**src/rtl/pwm_multi_gen_if.sv**
```systemverilog
// Register-file side of the PWM engine: generator/pin configuration in, pin levels and period ticks out.
// With PWM_CENTER_ALIGN_EN defined, a per-generator gen_mode select is added.
interface pwm_multi_gen_if #(
    parameter int NUM_GEN    = 2,
    parameter int CH_PER_GEN = 2,
    parameter int NUM_OUT    = 8,
    parameter int CNT_W      = 8
);
    localparam int NCH   = NUM_GEN * CH_PER_GEN;
    localparam int SEL_W = (NCH > 1) ? $clog2(NCH) : 1;

    // Plain level-held configuration: no valid/ready; the engine samples every input every cycle.
    logic [NUM_GEN-1:0]         gen_en;
    logic [4*NUM_GEN-1:0]       gen_div;
    logic [CNT_W*NUM_GEN-1:0]   gen_top;
    logic [CNT_W*NCH-1:0]       duty;
    logic [NUM_OUT-1:0]         out_en;
    logic [NUM_OUT-1:0]         out_pwm_en;
    logic [SEL_W*NUM_OUT-1:0]   out_sel;
    logic [NUM_OUT-1:0]         out_inv;
`ifdef PWM_CENTER_ALIGN_EN
    logic [NUM_GEN-1:0]         gen_mode;
`endif
    logic [NUM_OUT-1:0]         out;
    logic [NUM_GEN-1:0]         period_tick;

    modport master (
`ifdef PWM_CENTER_ALIGN_EN
        output gen_mode,
`endif
        output gen_en, gen_div, gen_top, duty, out_en, out_pwm_en, out_sel, out_inv,
        input  out, period_tick
    );

    modport slave (
`ifdef PWM_CENTER_ALIGN_EN
        input  gen_mode,
`endif
        input  gen_en, gen_div, gen_top, duty, out_en, out_pwm_en, out_sel, out_inv,
        output out, period_tick
    );
endinterface

```
**src/rtl/pwm_multi_gen.sv**
```systemverilog
// Multi-generator PWM engine: prescaled period counters, double-buffered duty, registered pin crossbar.
// Define PWM_CENTER_ALIGN_EN to add per-generator center-aligned (up/down) counting via gen_mode.
module pwm_multi_gen #(
    parameter int NUM_GEN    = 2,
    parameter int CH_PER_GEN = 2,
    parameter int NUM_OUT    = 8,
    parameter int CNT_W      = 8
) (
    input  logic             clk,
    input  logic             rst_n,
    pwm_multi_gen_if.slave   bus
);
    localparam int NCH   = NUM_GEN * CH_PER_GEN;
    localparam int SEL_W = (NCH > 1) ? $clog2(NCH) : 1;

    logic [15:0]        presc_q   [NUM_GEN];
    logic [15:0]        presc_d   [NUM_GEN];
    logic [CNT_W-1:0]   cnt_q     [NUM_GEN];
    logic [CNT_W-1:0]   cnt_d     [NUM_GEN];
    logic [CNT_W-1:0]   top_sh_q  [NUM_GEN];
    logic [CNT_W-1:0]   top_sh_d  [NUM_GEN];
    logic [CNT_W-1:0]   duty_sh_q [NCH];
    logic [CNT_W-1:0]   duty_sh_d [NCH];
    logic [NUM_GEN-1:0] tick_q, tick_d;
    logic [NUM_OUT-1:0] out_q, out_d;
`ifdef PWM_CENTER_ALIGN_EN
    logic [NUM_GEN-1:0] dir_q, dir_d;   // 0 = counting up
`endif

    logic [15:0]        term      [NUM_GEN];
    logic [CNT_W-1:0]   top_in    [NUM_GEN];
    logic [NUM_GEN-1:0] presc_hit;
    logic [NUM_GEN-1:0] wrap;
    logic [NCH-1:0]     pwm;
    logic [SEL_W-1:0]   pin_sel   [NUM_OUT];
    logic [NUM_OUT-1:0] pin_src;
    logic [NUM_OUT-1:0] pin_lvl;

    // >= rather than == so a shrinking div does not wait for a 16-bit rollover.
    always_comb begin
        for (int g = 0; g < NUM_GEN; g++) begin
            top_in[g]    = bus.gen_top[CNT_W*g +: CNT_W];
            term[g]      = (16'd1 << bus.gen_div[4*g +: 4]) - 16'd1;
            presc_hit[g] = (presc_q[g] >= term[g]);
        end
    end

    always_comb begin
        presc_d   = presc_q;
        cnt_d     = cnt_q;
        top_sh_d  = top_sh_q;
        duty_sh_d = duty_sh_q;
        wrap      = '0;
`ifdef PWM_CENTER_ALIGN_EN
        dir_d     = dir_q;
`endif
        for (int g = 0; g < NUM_GEN; g++) begin
            if (!bus.gen_en[g]) begin
                presc_d[g] = '0;
                cnt_d[g]   = '0;
`ifdef PWM_CENTER_ALIGN_EN
                dir_d[g]   = 1'b0;
`endif
            end else if (presc_hit[g]) begin
                presc_d[g] = '0;
`ifdef PWM_CENTER_ALIGN_EN
                if (bus.gen_mode[g]) begin
                    // Period boundary is the bottom turnaround; the next top comes from the fresh shadow.
                    if (!dir_q[g] && cnt_q[g] == '0) begin
                        wrap[g]  = 1'b1;
                        cnt_d[g] = (top_in[g] == '0) ? '0 : CNT_W'(1);
                    end else if (!dir_q[g] && cnt_q[g] < top_sh_q[g]) begin
                        cnt_d[g] = cnt_q[g] + CNT_W'(1);
                    end else begin
                        cnt_d[g] = cnt_q[g] - CNT_W'(1);
                        dir_d[g] = (cnt_q[g] > CNT_W'(1));
                    end
                end else begin
                    dir_d[g] = 1'b0;
                    if (cnt_q[g] == top_sh_q[g]) begin
                        wrap[g]  = 1'b1;
                        cnt_d[g] = '0;
                    end else begin
                        cnt_d[g] = cnt_q[g] + CNT_W'(1);
                    end
                end
`else
                if (cnt_q[g] == top_sh_q[g]) begin
                    wrap[g]  = 1'b1;
                    cnt_d[g] = '0;
                end else begin
                    cnt_d[g] = cnt_q[g] + CNT_W'(1);
                end
`endif
            end else begin
                presc_d[g] = presc_q[g] + 16'd1;
            end

            if (!bus.gen_en[g] || wrap[g]) begin
                top_sh_d[g] = top_in[g];
                for (int c = 0; c < CH_PER_GEN; c++) begin
                    duty_sh_d[g*CH_PER_GEN+c] = bus.duty[CNT_W*(g*CH_PER_GEN+c) +: CNT_W];
                end
            end
        end
        tick_d = wrap;
    end

    always_comb begin
        for (int k = 0; k < NCH; k++) begin
            pwm[k] = bus.gen_en[k/CH_PER_GEN] & (cnt_q[k/CH_PER_GEN] < duty_sh_q[k]);
        end
    end

    // Unmatched select codes fall through to a constant 0 source.
    always_comb begin
        for (int o = 0; o < NUM_OUT; o++) begin
            pin_sel[o] = bus.out_sel[SEL_W*o +: SEL_W];
            pin_src[o] = 1'b0;
            for (int k = 0; k < NCH; k++) begin
                if (pin_sel[o] == SEL_W'(k)) pin_src[o] = pwm[k];
            end
            pin_lvl[o] = bus.out_pwm_en[o] ? pin_src[o] : 1'b1;
            out_d[o]   = bus.out_en[o] & (pin_lvl[o] ^ bus.out_inv[o]);
        end
    end

    always_ff @(posedge clk or negedge rst_n) begin
        if (!rst_n) begin
            for (int g = 0; g < NUM_GEN; g++) begin
                presc_q[g]  <= '0;
                cnt_q[g]    <= '0;
                top_sh_q[g] <= '0;
            end
            for (int k = 0; k < NCH; k++) duty_sh_q[k] <= '0;
            tick_q <= '0;
            out_q  <= '0;
`ifdef PWM_CENTER_ALIGN_EN
            dir_q  <= '0;
`endif
        end else begin
            presc_q   <= presc_d;
            cnt_q     <= cnt_d;
            top_sh_q  <= top_sh_d;
            duty_sh_q <= duty_sh_d;
            tick_q    <= tick_d;
            out_q     <= out_d;
`ifdef PWM_CENTER_ALIGN_EN
            dir_q     <= dir_d;
`endif
        end
    end

    assign bus.out         = out_q;
    assign bus.period_tick = tick_q;
endmodule

```
**src/flat_wrapper.sv**
```systemverilog
// flat-port wrapper written by rule: the top's interface ports become plain ports
module pwm_multi_gen_flat 
#(
    parameter int NUM_GEN    = 2,
    parameter int CH_PER_GEN = 2,
    parameter int NUM_OUT    = 8,
    parameter int CNT_W      = 8
)
  (clk, rst_n, bus_gen_en, bus_gen_div, bus_gen_top, bus_duty, bus_out_en, bus_out_pwm_en, bus_out_sel, bus_out_inv, bus_out, bus_period_tick);
  pwm_multi_gen_if #(.NUM_GEN(NUM_GEN), .CH_PER_GEN(CH_PER_GEN), .NUM_OUT(NUM_OUT), .CNT_W(CNT_W)) bus_i ();
  input  logic clk;
  input  logic rst_n;
  input wire logic [$bits(bus_i.gen_en)-1:0] bus_gen_en;
  input wire logic [$bits(bus_i.gen_div)-1:0] bus_gen_div;
  input wire logic [$bits(bus_i.gen_top)-1:0] bus_gen_top;
  input wire logic [$bits(bus_i.duty)-1:0] bus_duty;
  input wire logic [$bits(bus_i.out_en)-1:0] bus_out_en;
  input wire logic [$bits(bus_i.out_pwm_en)-1:0] bus_out_pwm_en;
  input wire logic [$bits(bus_i.out_sel)-1:0] bus_out_sel;
  input wire logic [$bits(bus_i.out_inv)-1:0] bus_out_inv;
  output wire logic [$bits(bus_i.out)-1:0] bus_out;
  output wire logic [$bits(bus_i.period_tick)-1:0] bus_period_tick;
  assign bus_i.gen_en = bus_gen_en;
  assign bus_i.gen_div = bus_gen_div;
  assign bus_i.gen_top = bus_gen_top;
  assign bus_i.duty = bus_duty;
  assign bus_i.out_en = bus_out_en;
  assign bus_i.out_pwm_en = bus_out_pwm_en;
  assign bus_i.out_sel = bus_out_sel;
  assign bus_i.out_inv = bus_out_inv;
  assign bus_out = bus_i.out;
  assign bus_period_tick = bus_i.period_tick;
  pwm_multi_gen #(.NUM_GEN(NUM_GEN), .CH_PER_GEN(CH_PER_GEN), .NUM_OUT(NUM_OUT), .CNT_W(CNT_W)) u_core (.clk(clk), .rst_n(rst_n), .bus(bus_i));
endmodule
```
**config.mk**
```make
export PLATFORM = sky130hd
export DESIGN_NAME = pwm_multi_gen_flat
export DESIGN_NICKNAME = d
export VERILOG_FILES = /design/src/rtl/pwm_multi_gen_if.sv /design/src/rtl/pwm_multi_gen.sv /design/src/flat_wrapper.sv
export SDC_FILE = /design/constraint.sdc
export NUM_CORES = 1
export LEC_CHECK = 0
export CAP_MARGIN = 30
export CORE_MARGIN = 2
export CORE_UTILIZATION = 41
export CTS_CLUSTER_SIZE = 20
export DETAILED_ROUTE_END_ITERATION = 6
export PLACE_DENSITY = 0.7
export SLEW_MARGIN = 25
export SYNTH_ARGS = -nofsm -noshare
export SYNTH_HDL_FRONTEND = slang
export SYNTH_SLANG_ARGS = --single-unit
```
**constraint.sdc**
```tcl
create_clock -name clk -period 2.6 [get_ports clk]
set_clock_uncertainty 0.15 [all_clocks]
set_input_delay 0.78 -clock clk [delete_from_list [all_inputs] [get_ports clk]]
set_output_delay 0.78 -clock clk [all_outputs]
set_load 0.02 [all_outputs]
```
==> impl_metrics.csv <==
group,metric,value,unit
setup_path,crit_path_cell_trace,"dlygate4sd2_1, or3_4, ha_4, or2_4, a21oi_2, a31oi_1, ha_1, nand2_2, buf_4, a2111o_1, nor2_4, a21oi_4, buf_12, buf_12, mux2_4",
setup_path,worstPathRequired,2690,ps
placed_design,place_inst,1123,
layout,layoutNonFillerInstCount,1163,
synth,synth_adder_area_share,11.3,%
clock_tree,path_clk_slew,80,ps
setup_path,arrival,3800,ps
route,vias,6208,
placed_design,routabilityCongestion,0.820,
clock_tree,root_buffer,"clkbuf_16",
sta,setup_viol,98,
layout,drive_gt1_share,30.4,%
floorplanning,initial_core_util,42.1,%
clock_tree,clock-sinks,106,
sta,max_slew_margin,57.3,%
synth,ys_ff_latch,106,
clock_tree,cts.path.max_buffers,2,
synth,ys_warn_count,0,
route,dr.pass1.iters,5,
global_routing,grt_use_total,19.3,%
pwr,power_density,416,mW/mm^2
synth,syn_inst,731,
status,status,"finished with violations",
clock_tree,tritoncts,"yes",
setup_path,critPathBufInv,4,
placed_design,placed_area,0.00932,sq mm
global_routing,grt_pass1_wl,28.9,mm
floorplanning,dieArea,0.0189,sq mm
synth,synthXorXnorAreaFrac,5.40,%
clock_tree,cts_buffers,9,
layout,syn_to_final_growth,43.2,%
layout,nets,1099,
synth,synth_top_area_share,36.3,%
global_routing,grt_start_max_net_pins,61,
hold_path,hold_path.class,"primary input to async pin",
floorplanning,die_height,137,microns
setup_path,cp-end-kind,"flip-flop",
route,postRouteWirelength,18.4,mm
synth,synth_mux_area_share,11.1,%
pwr,p_leak,4.71,nW
placed_design,hpwl,13.0,mm
global_routing,antenna_found_initial,1,
synth,synth.cell_area,0.00730,sq mm
synth,synth_top_family_by_area,"simple AND/OR/NAND/NOR gates",
flow_run,drv_cap,0,
synth,yosys-top-cells-area,"dfrtp_1, ha_1, mux2_4",
sta,rsz0062_at_grt,"true",
setup_path,worst_path_largest_cell_delay,400,ps
route,wire_per_inst,15.8,microns
floorplanning,dieWidth,137,microns
clock_tree,htreeDepth,3,
setup_path,cp_top_family,"simple AND/OR/NAND/NOR gates",
sta,report.final.slew_viol_count,0,
synth,synth_edf_count,0,
route,ant_nets,0,
sta,min_period,3710,ps
sta,fin_crit_sh,143,%
setup_path,setup.worst_path.class,"primary input to flip-flop",
pwr,vdd_ir_drop_max,0.000437,V
synth,yosys.area.top_type,"dfrtp_1",
sta,tns,-100770,ps
synth,syn_avg_cell_area,9.99,sq um
synth,synth_simple_gate_area_share,16.2,%
setup_path,cp-start-kind,"primary input",
route,avgViaCountPerCell,5.34,
route,drc,0,
setup_path,crit_top_cell,"buf_12",
setup_path,path_max_fanout,8,
synth,synth_seq_area_share,36.3,%
route,drtIter0Drc,198,
sta,hold_viol_final,0,
placed_design,port_buffers,109,
synth,async_flop_share,100,%
floorplanning,core-area,0.0174,sq mm
sta,max_freq,0.270,GHz
layout,diodes,0,
status,violations,"negative setup slack",
setup_path,worst_path_max_delay_cell,"or3_4",
synth,synthFlopType,"dfrtp_1",
synth,synth_compound_area_share,15.2,%
sta,setup_ws,-1110,ps
floorplanning,top_level_ports,110,
layout,final_area,0.0105,sq mm
global_routing,grt_overflow,0,
sta,worst_slew_pin_slew,636,ps
clock_tree,clk_latency,360,ps
global_routing,grt_pass1_vias,6011,
floorplanning,std_cell_rows,48,
synth,yosysUniqueCellTypes,64,
clock_tree,holdBufCountCts,0,
layout,fillers,1392,
## repair_timing
action / in CTS / in global routing
setup buffers: 16 / 6
resized for setup: 83 / 83
gates cloned: 3 / 0
hold endpoints to repair: 0 / 0
pin swaps: 51 / 26
endpoints found under the setup margin: 98 / 105
## worst paths after layout
check,start,to,slack (ps),cells after the start
min,rst_n,u_core.duty_sh_q[3],150,1
max,bus_gen_div[3],u_core.duty_sh_q[26],-1110,15
min reg2reg,u_core.duty_sh_q[16],u_core.duty_sh_q[16],360,1
max reg2reg,u_core.presc_q[16],u_core.duty_sh_q[26],70,10
max in group asynchronous,rst_n,u_core.bus.period_tick[0],1490,2
min in group clk,u_core.duty_sh_q[16],u_core.duty_sh_q[16],360,1
## where the power goes
part / switching [mW] / total, mW / internal [mW]
combinational: 0.490 / 1.12 / 0.628
clock: 0.652 / 1.34 / 0.693
sequential: 0.110 / 1.88 / 1.77
total: 1.25 / 4.35 / 3.09
## per-stage QoR
stage / hold slack (ps) / total power [mW] / utilization [%] / setup slack (ps)
CTS: 160 / 4.30 / 57.8 / -1090
global placement: 339 / 2.86 / 53.7 / -1820
global route: 173 / 4.58 / 60.2 / -1220
floorplan: 313 / 2.46 / - / -1350
finish: 153 / 4.35 / 60.2 / -1110
detailed placement: 337 / 2.89 / 53.7 / -1840
## sequential cells by signal, summed over array words and instances, names as in the netlist
register,cells
u_core.cnt_q,16
u_core.duty_sh_q,32
u_core.bus.out,8
u_core.bus.period_tick,2
u_core.top_sh_q,16
u_core.presc_q,32
## layout by cell type (no fill, tap or decap), types with 12 or more instances in the layout
master           count
and3_1              17
dfrtp_1            106
mux2i_1             12
clkdlybuf4s50_1    100
a21oi_1             20
nor2_2              16
a211oi_1            17
buf_4               71
buf_6               19
nand3_1             19
nand2_1             52
xnor2_1             20
xor2_1              25
o21ai_0             13
nand3b_1            15
mux2_4              48
nand2b_1            14
ha_1                58
nor2_1              28
nor2_4              21
inv_1               50
## layer usage
layer / vias to the layer above / track usage (%) / part of all wire [%]
met2: 128 / 32.3 / 49
met5: - / 0 / 0
li1: 3046 / - / -
met1: 3010 / 25.9 / 46
met4: 0 / 4.81 / 1.6
met3: 24 / 3.72 / 3.6
## cell usage after synthesis, types with 4 or more instances
master    number
nand4_1        9
clkbuf_1       8
or2_2          5
o21ai_2        4
a41oi_1        9
inv_1         50
a211oi_2       4
nand2b_1      14
nor2b_1       10
o31ai_1       11
nand2_1       59
xnor2_1       20
mux2i_1       12
ha_1          66
o21ai_0       26
a211oi_1      18
and3_1        18
buf_6          4
mux2_4        40
a31oi_1       15
nor3_1         5
xor2_1        25
o22a_1         4
o21a_1         4
a21oi_1       28
dfrtp_1      106
nand3_1       20
mux2_2         8
nor2_1        61
nand3b_1      15
## cell families (layout without fill, tap and decap cells)
kind of cell / count (synthesis) / after routing
simple gates: 233 / 233
compound gates: 152 / 152
flops: 106 / 106
buf+inv: 68 / 274
fa+ha+maj: 66 / 66
mux: 60 / 60
xor+xnor: 45 / 45
other cells: 1 / 2
## area by class of cell
type / instances / area, sq um / area share, %
multi-input cells: 558 / 4990 / 47.8
flip-flops and latches: 106 / 2650 / 25.4
repair buffers: 207 / 2040 / 19.6
well taps: 225 / 282 / 2.69
clock buffers: 11 / 243 / 2.32
inverters: 51 / 191 / 1.83
clock inverters: 5 / 46.3 / 0.443
Power figures use the tool's default switching activity.
